==> src/rtl/rectangle_pkg.sv <==
// Shared types and defaults for the RECTANGLE subkey bank.
// Latency: n/a (types and constants only).
// Backpressure: n/a.
package rectangle_pkg;

  // Loader FSM: IDLE (nothing pending), LOAD (filling shadow), FULL (shadow
  // complete, waiting for the core to allow the swap).
  typedef enum logic [1:0] {
    IDLE = 2'd0,
    LOAD = 2'd1,
    FULL = 2'd2
  } load_state_e;

  localparam int RECT_KEY_W       = 64;
  localparam int RECT128_NUM_KEYS = 26;

endpackage

==> src/rtl/rectangle_skeybank_if.sv <==
// Handshake/bus bundle between the key-schedule producer/consumer and the bank.
// Latency: n/a (wires only).
// Backpressure: wr_ready throttles KeyIn; the read side has no backpressure.
// master drives load/write/swap/read requests; slave is the bank itself.
interface rectangle_skeybank_if
  import rectangle_pkg::*;
#(
  parameter int KEY_W    = RECT_KEY_W,
  parameter int NUM_KEYS = RECT128_NUM_KEYS
);
  localparam int ADDR_W = $clog2(NUM_KEYS);

  logic              load_start;
  logic              wr_valid;
  logic              wr_ready;
  logic [KEY_W-1:0]  KeyIn;
  logic              swap_en;
  logic              rd_en;
  logic [ADDR_W-1:0] RAddr;
  logic [KEY_W-1:0]  KeyOut;
  logic              rd_valid;
  logic              skey_ready;
  logic              load_busy;
  logic              load_done;

  modport master (
    output load_start, wr_valid, KeyIn, swap_en, rd_en, RAddr,
    input  wr_ready, KeyOut, rd_valid, skey_ready, load_busy, load_done
  );

  modport slave (
    input  load_start, wr_valid, KeyIn, swap_en, rd_en, RAddr,
    output wr_ready, KeyOut, rd_valid, skey_ready, load_busy, load_done
  );

endinterface

==> src/rtl/rectangle_skey_ram.sv <==
// One bank of NUM_KEYS x KEY_W subkeys: synchronous write, combinational read.
// Latency: write visible on the cycle after we; read is same-cycle.
// Backpressure: none; out-of-range read addresses return 0.
// Ports: Clk, we/waddr/wdat (write), raddr/rdat (read).
module rectangle_skey_ram
  import rectangle_pkg::*;
#(
  parameter int KEY_W    = RECT_KEY_W,
  parameter int NUM_KEYS = RECT128_NUM_KEYS,
  parameter int ADDR_W   = $clog2(NUM_KEYS)
) (
  input  logic              Clk,
  input  logic              we,
  input  logic [ADDR_W-1:0] waddr,
  input  logic [KEY_W-1:0]  wdat,
  input  logic [ADDR_W-1:0] raddr,
  output logic [KEY_W-1:0]  rdat
);
  // Contents are deliberately not reset; the bank gates reads with skey_ready.
  logic [KEY_W-1:0] mem [NUM_KEYS];

  always_ff @(posedge Clk) begin
    if (we) mem[waddr] <= wdat;
  end

  assign rdat = (int'(raddr) < NUM_KEYS) ? mem[raddr] : '0;

endmodule

==> src/rtl/rectangle_skeybank.sv <==
// Double-buffered subkey bank: loader fills the shadow bank, swap publishes it.
// Latency: read data registered, valid one cycle after rd_en.
// Backpressure: wr_ready only in LOAD; a full shadow waits for swap_en.
// Ports: Clk, flush (sync reset), bus (slave side of rectangle_skeybank_if).
module rectangle_skeybank
  import rectangle_pkg::*;
#(
  parameter int KEY_W    = RECT_KEY_W,
  parameter int NUM_KEYS = RECT128_NUM_KEYS
) (
  input  logic                 Clk,
  input  logic                 flush,
  rectangle_skeybank_if.slave  bus
);
  localparam int ADDR_W = $clog2(NUM_KEYS);
  localparam logic [ADDR_W-1:0] LAST_PTR = ADDR_W'(NUM_KEYS - 1);

  load_state_e       state;
  logic [ADDR_W-1:0] wptr;
  logic              active_bank;
  logic              skey_ready_q;
  logic              rd_valid_q;
  logic              load_done_q;
  logic [KEY_W-1:0]  key_out_q;

  logic [KEY_W-1:0]  rdat0, rdat1, act_rdat;
  logic              wr_fire, swap, addr_ok;

  // A load_start in LOAD restarts the schedule, so the coincident write is dropped.
  assign wr_fire  = (state == LOAD) && bus.wr_valid && !bus.load_start;
  // With no valid schedule published yet, nothing can be disturbed: swap at once.
  assign swap     = (state == FULL) && (bus.swap_en || !skey_ready_q);
  assign act_rdat = active_bank ? rdat1 : rdat0;
  assign addr_ok  = int'(bus.RAddr) < NUM_KEYS;

  // Shadow is always !active_bank, so the active bank is never written.
  rectangle_skey_ram #(.KEY_W(KEY_W), .NUM_KEYS(NUM_KEYS), .ADDR_W(ADDR_W)) u_bank0 (
    .Clk   (Clk),
    .we    (wr_fire && active_bank),
    .waddr (wptr),
    .wdat  (bus.KeyIn),
    .raddr (bus.RAddr),
    .rdat  (rdat0)
  );

  rectangle_skey_ram #(.KEY_W(KEY_W), .NUM_KEYS(NUM_KEYS), .ADDR_W(ADDR_W)) u_bank1 (
    .Clk   (Clk),
    .we    (wr_fire && !active_bank),
    .waddr (wptr),
    .wdat  (bus.KeyIn),
    .raddr (bus.RAddr),
    .rdat  (rdat1)
  );

  always_ff @(posedge Clk) begin
    if (flush) begin
      state        <= IDLE;
      wptr         <= '0;
      active_bank  <= 1'b0;
      skey_ready_q <= 1'b0;
      rd_valid_q   <= 1'b0;
      load_done_q  <= 1'b0;
      key_out_q    <= '0;
    end else begin
      load_done_q <= 1'b0;
      rd_valid_q  <= bus.rd_en;
      // Uses pre-edge active_bank, so a read on the swap edge sees the old bank.
      if (bus.rd_en) key_out_q <= (addr_ok && skey_ready_q) ? act_rdat : '0;

      case (state)
        IDLE: begin
          if (bus.load_start) begin
            state <= LOAD;
            wptr  <= '0;
          end
        end
        LOAD: begin
          if (bus.load_start) begin
            wptr <= '0;
          end else if (wr_fire) begin
            if (wptr == LAST_PTR) begin
              state <= FULL;
              wptr  <= '0;
            end else begin
              wptr <= wptr + ADDR_W'(1);
            end
          end
        end
        FULL: begin
          if (swap) begin
            active_bank  <= ~active_bank;
            skey_ready_q <= 1'b1;
            load_done_q  <= 1'b1;
            // A coincident load_start begins filling the new shadow bank.
            state        <= bus.load_start ? LOAD : IDLE;
            wptr         <= '0;
          end else if (bus.load_start) begin
            state <= LOAD;
            wptr  <= '0;
          end
        end
        default: begin
          state <= IDLE;
          wptr  <= '0;
        end
      endcase
    end
  end

  assign bus.wr_ready   = (state == LOAD);
  assign bus.load_busy  = (state != IDLE);
  assign bus.skey_ready = skey_ready_q;
  assign bus.rd_valid   = rd_valid_q;
  assign bus.load_done  = load_done_q;
  assign bus.KeyOut     = key_out_q;

endmodule

==> src/flat_wrapper.sv <==
// flat-port wrapper written by rule: the top's interface ports become plain ports
module rectangle_skeybank_flat import rectangle_pkg::*;
#(
  parameter int KEY_W    = RECT_KEY_W,
  parameter int NUM_KEYS = RECT128_NUM_KEYS
)
  (Clk, flush, bus_load_start, bus_wr_valid, bus_KeyIn, bus_swap_en, bus_rd_en, bus_RAddr, bus_wr_ready, bus_KeyOut, bus_rd_valid, bus_skey_ready, bus_load_busy, bus_load_done);
  rectangle_skeybank_if #(.KEY_W(KEY_W), .NUM_KEYS(NUM_KEYS)) bus_i ();
  input  logic Clk;
  input  logic flush;
  input wire logic [$bits(bus_i.load_start)-1:0] bus_load_start;
  input wire logic [$bits(bus_i.wr_valid)-1:0] bus_wr_valid;
  input wire logic [$bits(bus_i.KeyIn)-1:0] bus_KeyIn;
  input wire logic [$bits(bus_i.swap_en)-1:0] bus_swap_en;
  input wire logic [$bits(bus_i.rd_en)-1:0] bus_rd_en;
  input wire logic [$bits(bus_i.RAddr)-1:0] bus_RAddr;
  output wire logic [$bits(bus_i.wr_ready)-1:0] bus_wr_ready;
  output wire logic [$bits(bus_i.KeyOut)-1:0] bus_KeyOut;
  output wire logic [$bits(bus_i.rd_valid)-1:0] bus_rd_valid;
  output wire logic [$bits(bus_i.skey_ready)-1:0] bus_skey_ready;
  output wire logic [$bits(bus_i.load_busy)-1:0] bus_load_busy;
  output wire logic [$bits(bus_i.load_done)-1:0] bus_load_done;
  assign bus_i.load_start = bus_load_start;
  assign bus_i.wr_valid = bus_wr_valid;
  assign bus_i.KeyIn = bus_KeyIn;
  assign bus_i.swap_en = bus_swap_en;
  assign bus_i.rd_en = bus_rd_en;
  assign bus_i.RAddr = bus_RAddr;
  assign bus_wr_ready = bus_i.wr_ready;
  assign bus_KeyOut = bus_i.KeyOut;
  assign bus_rd_valid = bus_i.rd_valid;
  assign bus_skey_ready = bus_i.skey_ready;
  assign bus_load_busy = bus_i.load_busy;
  assign bus_load_done = bus_i.load_done;
  rectangle_skeybank #(.KEY_W(KEY_W), .NUM_KEYS(NUM_KEYS)) u_core (.Clk(Clk), .flush(flush), .bus(bus_i));
endmodule
==> config.mk <==
export PLATFORM = sky130hd
export DESIGN_NAME = rectangle_skeybank_flat
export DESIGN_NICKNAME = d
export VERILOG_FILES = /design/src/rtl/rectangle_pkg.sv /design/src/rtl/rectangle_skeybank_if.sv /design/src/rtl/rectangle_skey_ram.sv /design/src/rtl/rectangle_skeybank.sv /design/src/flat_wrapper.sv
export SDC_FILE = /design/constraint.sdc
export NUM_CORES = 2
export LEC_CHECK = 0
export ABC_CLOCK_PERIOD_IN_PS = 5100
export BUFFER_PORTS_ARGS = -buffer_cell sky130_fd_sc_hd__buf_2
export CAP_MARGIN = 5
export CORE_ASPECT_RATIO = 1.2
export CORE_MARGIN = 2
export CORE_UTILIZATION = 40
export DETAILED_ROUTE_END_ITERATION = 16
export SETUP_SLACK_MARGIN = 0.02
export SYNTH_ARGS = -nofsm -noshare
export SYNTH_HDL_FRONTEND = slang
export SYNTH_SLANG_ARGS = --single-unit
export TNS_END_PERCENT = 1
==> constraint.sdc <==
create_clock -name Clk -period 5.1 [get_ports Clk]
set_clock_uncertainty 0.15 [all_clocks]
set_input_delay 0.51 -clock Clk [delete_from_list [all_inputs] [get_ports Clk]]
set_output_delay 0.51 -clock Clk [all_outputs]
set_load 0.03 [all_outputs]
==> out/qor.csv <==
metric,value,unit
via_count,66000,
synth_fa_ha_area_frac,0.0003857,
grt_pass1_wl,526500,um
synth_cells,5956,
synthArstFlopShare,0,
cp.required,5.34,ns
worstHoldStart,bus_KeyIn[20],
grt_overflow,0,
clkPwrFrac,0.429,
crit_path_start_kind,flip-flop,
io-pin-count,144,
endpoint_kind,flip-flop,
core_area,323500,um^2
final_layout_size_suffix_gt1_frac,0.2568,
p_per_area,390.1,nW/um^2
finalWirelength,382300,um
rsz0062_at_grt,false,
slew_viol_final,0,
leakagePower,46.51,nW
swShare,0.2076,
holdPathStages,1,
dr.max_layer_used,met5,
multi_input_area,26810,um^2
worstHoldPathType,primary input to flip-flop,
start_util,0.4011,
antenna_found_initial,35,
dpl.hpwl,202100,um
critPathMaxFanout,58,
finalSetupViolCount,0,
seqPwrFrac,0.532,
relSlewSlack,0.1243,
ys_top_cells_by_count,"edfxtp_1 (3328), mux4_2 (681), mux2i_1 (331)",
port_buffers,143,
tritoncts,built,
ys_seq_elements,3403,
cts_buffers,333,
synth_area_leader_cell,edfxtp_1,
grt.total_usage,0.2284,
seq_area_frac_synth,0.7818,
drtIter0Drc,8638,
grt_max_degree,127,
cts_resized,0,
finalSetupTns,0,ns
drc,0,
dr.pass1.iters,6,
clk_pin_slew,0.07,ns
arrival,3.71,ns
vdd_drop_max,0.0002711,V
drt-met1-wl,145800,um
synth_top_family_by_area,multiplexers,
gp_congestion,0.7926,
route.met3.wl,28490,um
max_cap_violations,0,
synthSimpleGateAreaFrac,0.01734,
vias_per_cell,6.083,
yosysMostFrequentCell,edfxtp_1,
htree_num_levels,5,
power_switching,11.97,mW
p_comb_frac,0.039,
netlist.area_leader.share,0.7702,
fmax,287.6,MHz
regArea,101400,um^2
dieWidth,523.9,um
synth.net_count,6035,
cts_hold_buf,5,
area_delta_synth_final,13.94,%
synth_compound_area_frac,0.03554,
timing.hold.ws,0.1179,ns
synth_area_leaders,"edfxtp_1 (77%), mux4_2 (12%), mux2i_1 (2.6%), dfxtp_1 (1.2%), mux2_2 (0.59%)",
post_synth_num_cell_types,63,
rr_startpoint,u_core.active_bank,
cts.sinks,3403,
r2r_setup_slack,1.62,ns
path_class,flip-flop to flip-flop,
synth.cell_area,129800,um^2
die_y,627.9,um
nFillCells,26650,
yosysWarnings,0,
die-area,329000,um^2
nNetsFinal,6384,
wl_met2,193500,um
syn_avg_cell_area,21.79,um^2
reg2reg_depth,5,
finalCritPeriodShare,0.6818,
synthMuxAreaShare,0.1496,
cts_setup_buffers,0,
internal-power,45.69,mW
min_period,3.477,ns
cts_root_buf,clkbuf_16,
grt_pass1_vias,66180,
worst_pin_slew,1.312,ns
num_rows,229,
outcome,completed,
synth_enable_flop_cells,3328,
drtAntennaViolNets,0,
min_to,u_core.u_bank0.mem[11][20],
finalHoldViolCount,0,
timing.rr.end,u_core.u_bank1.mem[23][31],
clk_latency,0.88,ns
synthXorXnorAreaFrac,0.00006750,
synth-main-ff-cell,edfxtp_1,
wire_per_inst,35.23,um
cts.path.max_buffers,4,
[state kept, by name, indices dropped and copies added (netlist names)]
| signal | cells |
|---|---|
| u_core.u_bank0.mem | 1664 |
| u_core.u_bank1.mem | 1664 |
| u_core.bus.KeyOut | 64 |
| u_core.wptr | 5 |
| u_core.state | 2 |
| u_core.active_bank | 1 |
| u_core.bus.load_done | 1 |
| u_core.bus.rd_valid | 1 |
| u_core.bus.skey_ready | 1 |
[final cells by class]
type                       instances  share of cell area
clock inverter                   183             0.01301
sequential                      3403              0.6862
clock buffer                     416             0.06056
timing repair buffer             367             0.02240
inverter                           7           0.0002116
antenna                            9           0.0001523
tap                             4273             0.03616
multi-input combinational       2193              0.1813
[power by group through the flow]
stage / logic [mW] / registers [mW] / clock network (mW)
2_1_floorplan: 1.29 / 31.3 / 0
3_3_place_gp: 2.19 / 31.3 / 0
3_5_place_dp: 2.24 / 31.3 / 0
4_1_cts: 2.25 / 30.7 / 25.1
5_1_grt: 2.36 / 30.7 / 26.1
6_report: 2.23 / 30.7 / 24.7
[how the worst max path moves through the flow]
stage,startpoint,endpoint,slack [ns]
after global routing,u_core.state[0],u_core.u_bank1.mem[16][15],1.60
final,u_core.active_bank,u_core.u_bank1.mem[23][31],1.62
after floorplan,bus_wr_valid,u_core.u_bank0.mem[20][0],0.42
after detailed placement,bus_RAddr[2],u_core.bus.KeyOut[34],1.37
after CTS,u_core.active_bank,u_core.u_bank1.mem[16][36],1.75
after global placement,bus_RAddr[1],u_core.bus.KeyOut[52],1.32
[metal layers]
layer  global-route usage  up-vias
li1                     -    25960
met1               0.2997    36030
met2               0.3884     3263
met3              0.03150      741
met4              0.08093        8
met5                    0        -
[stage by stage]
| step | worst slack (ns) | utilization | power (mW) | instance area, um^2 | instances |
|---|---|---|---|---|---|
| after floorplan | 0.4167 | - | 32.58 | 129800 | 5956 |
| after global placement | 1.319 | 0.4231 | 33.48 | 136900 | 10240 |
| after detailed placement | 1.373 | 0.4232 | 33.53 | 136900 | 10240 |
| after CTS | 1.747 | 0.4569 | 58.02 | 147800 | 10840 |
| after global routing | 1.602 | 0.4570 | 59.14 | 147800 | 10850 |
| final | 1.623 | 0.4570 | 57.67 | 147800 | 10850 |
[critical path, stage by stage (launching register included)]
cell and delay (ns):
dfxtp_1 0.93, inv_1 0.37, and2_1 0.28, nand2_1 0.53, nor2_4 0.18, buf_12 0.25
[layout by cell type (no fill, tap or decap), types with 68 or more instances in the layout]
master     count
a21oi_1       78
buf_2        138
mux2_2        68
buf_4        151
mux4_2       681
clkbuf_16    339
o22ai_1       78
buf_12        69
o21ai_0       79
edfxtp_1    3328
nor2_1        81
mux2i_1      331
nand2_1      163
a221oi_1      80
dfxtp_1       75
[kinds of logic (layout without fill, tap and decap cells)]
kind of cell / Yosys count / count (layout)
flops: 3403 / 3403
mux: 1080 / 1080
compound gates: 627 / 627
simple gates: 481 / 481
buf+inv: 360 / 973
fa+ha+maj: 4 / 4
xor+xnor: 1 / 1
other cells: 0 / 9
Note: power is estimated with default switching activity, not from simulation.
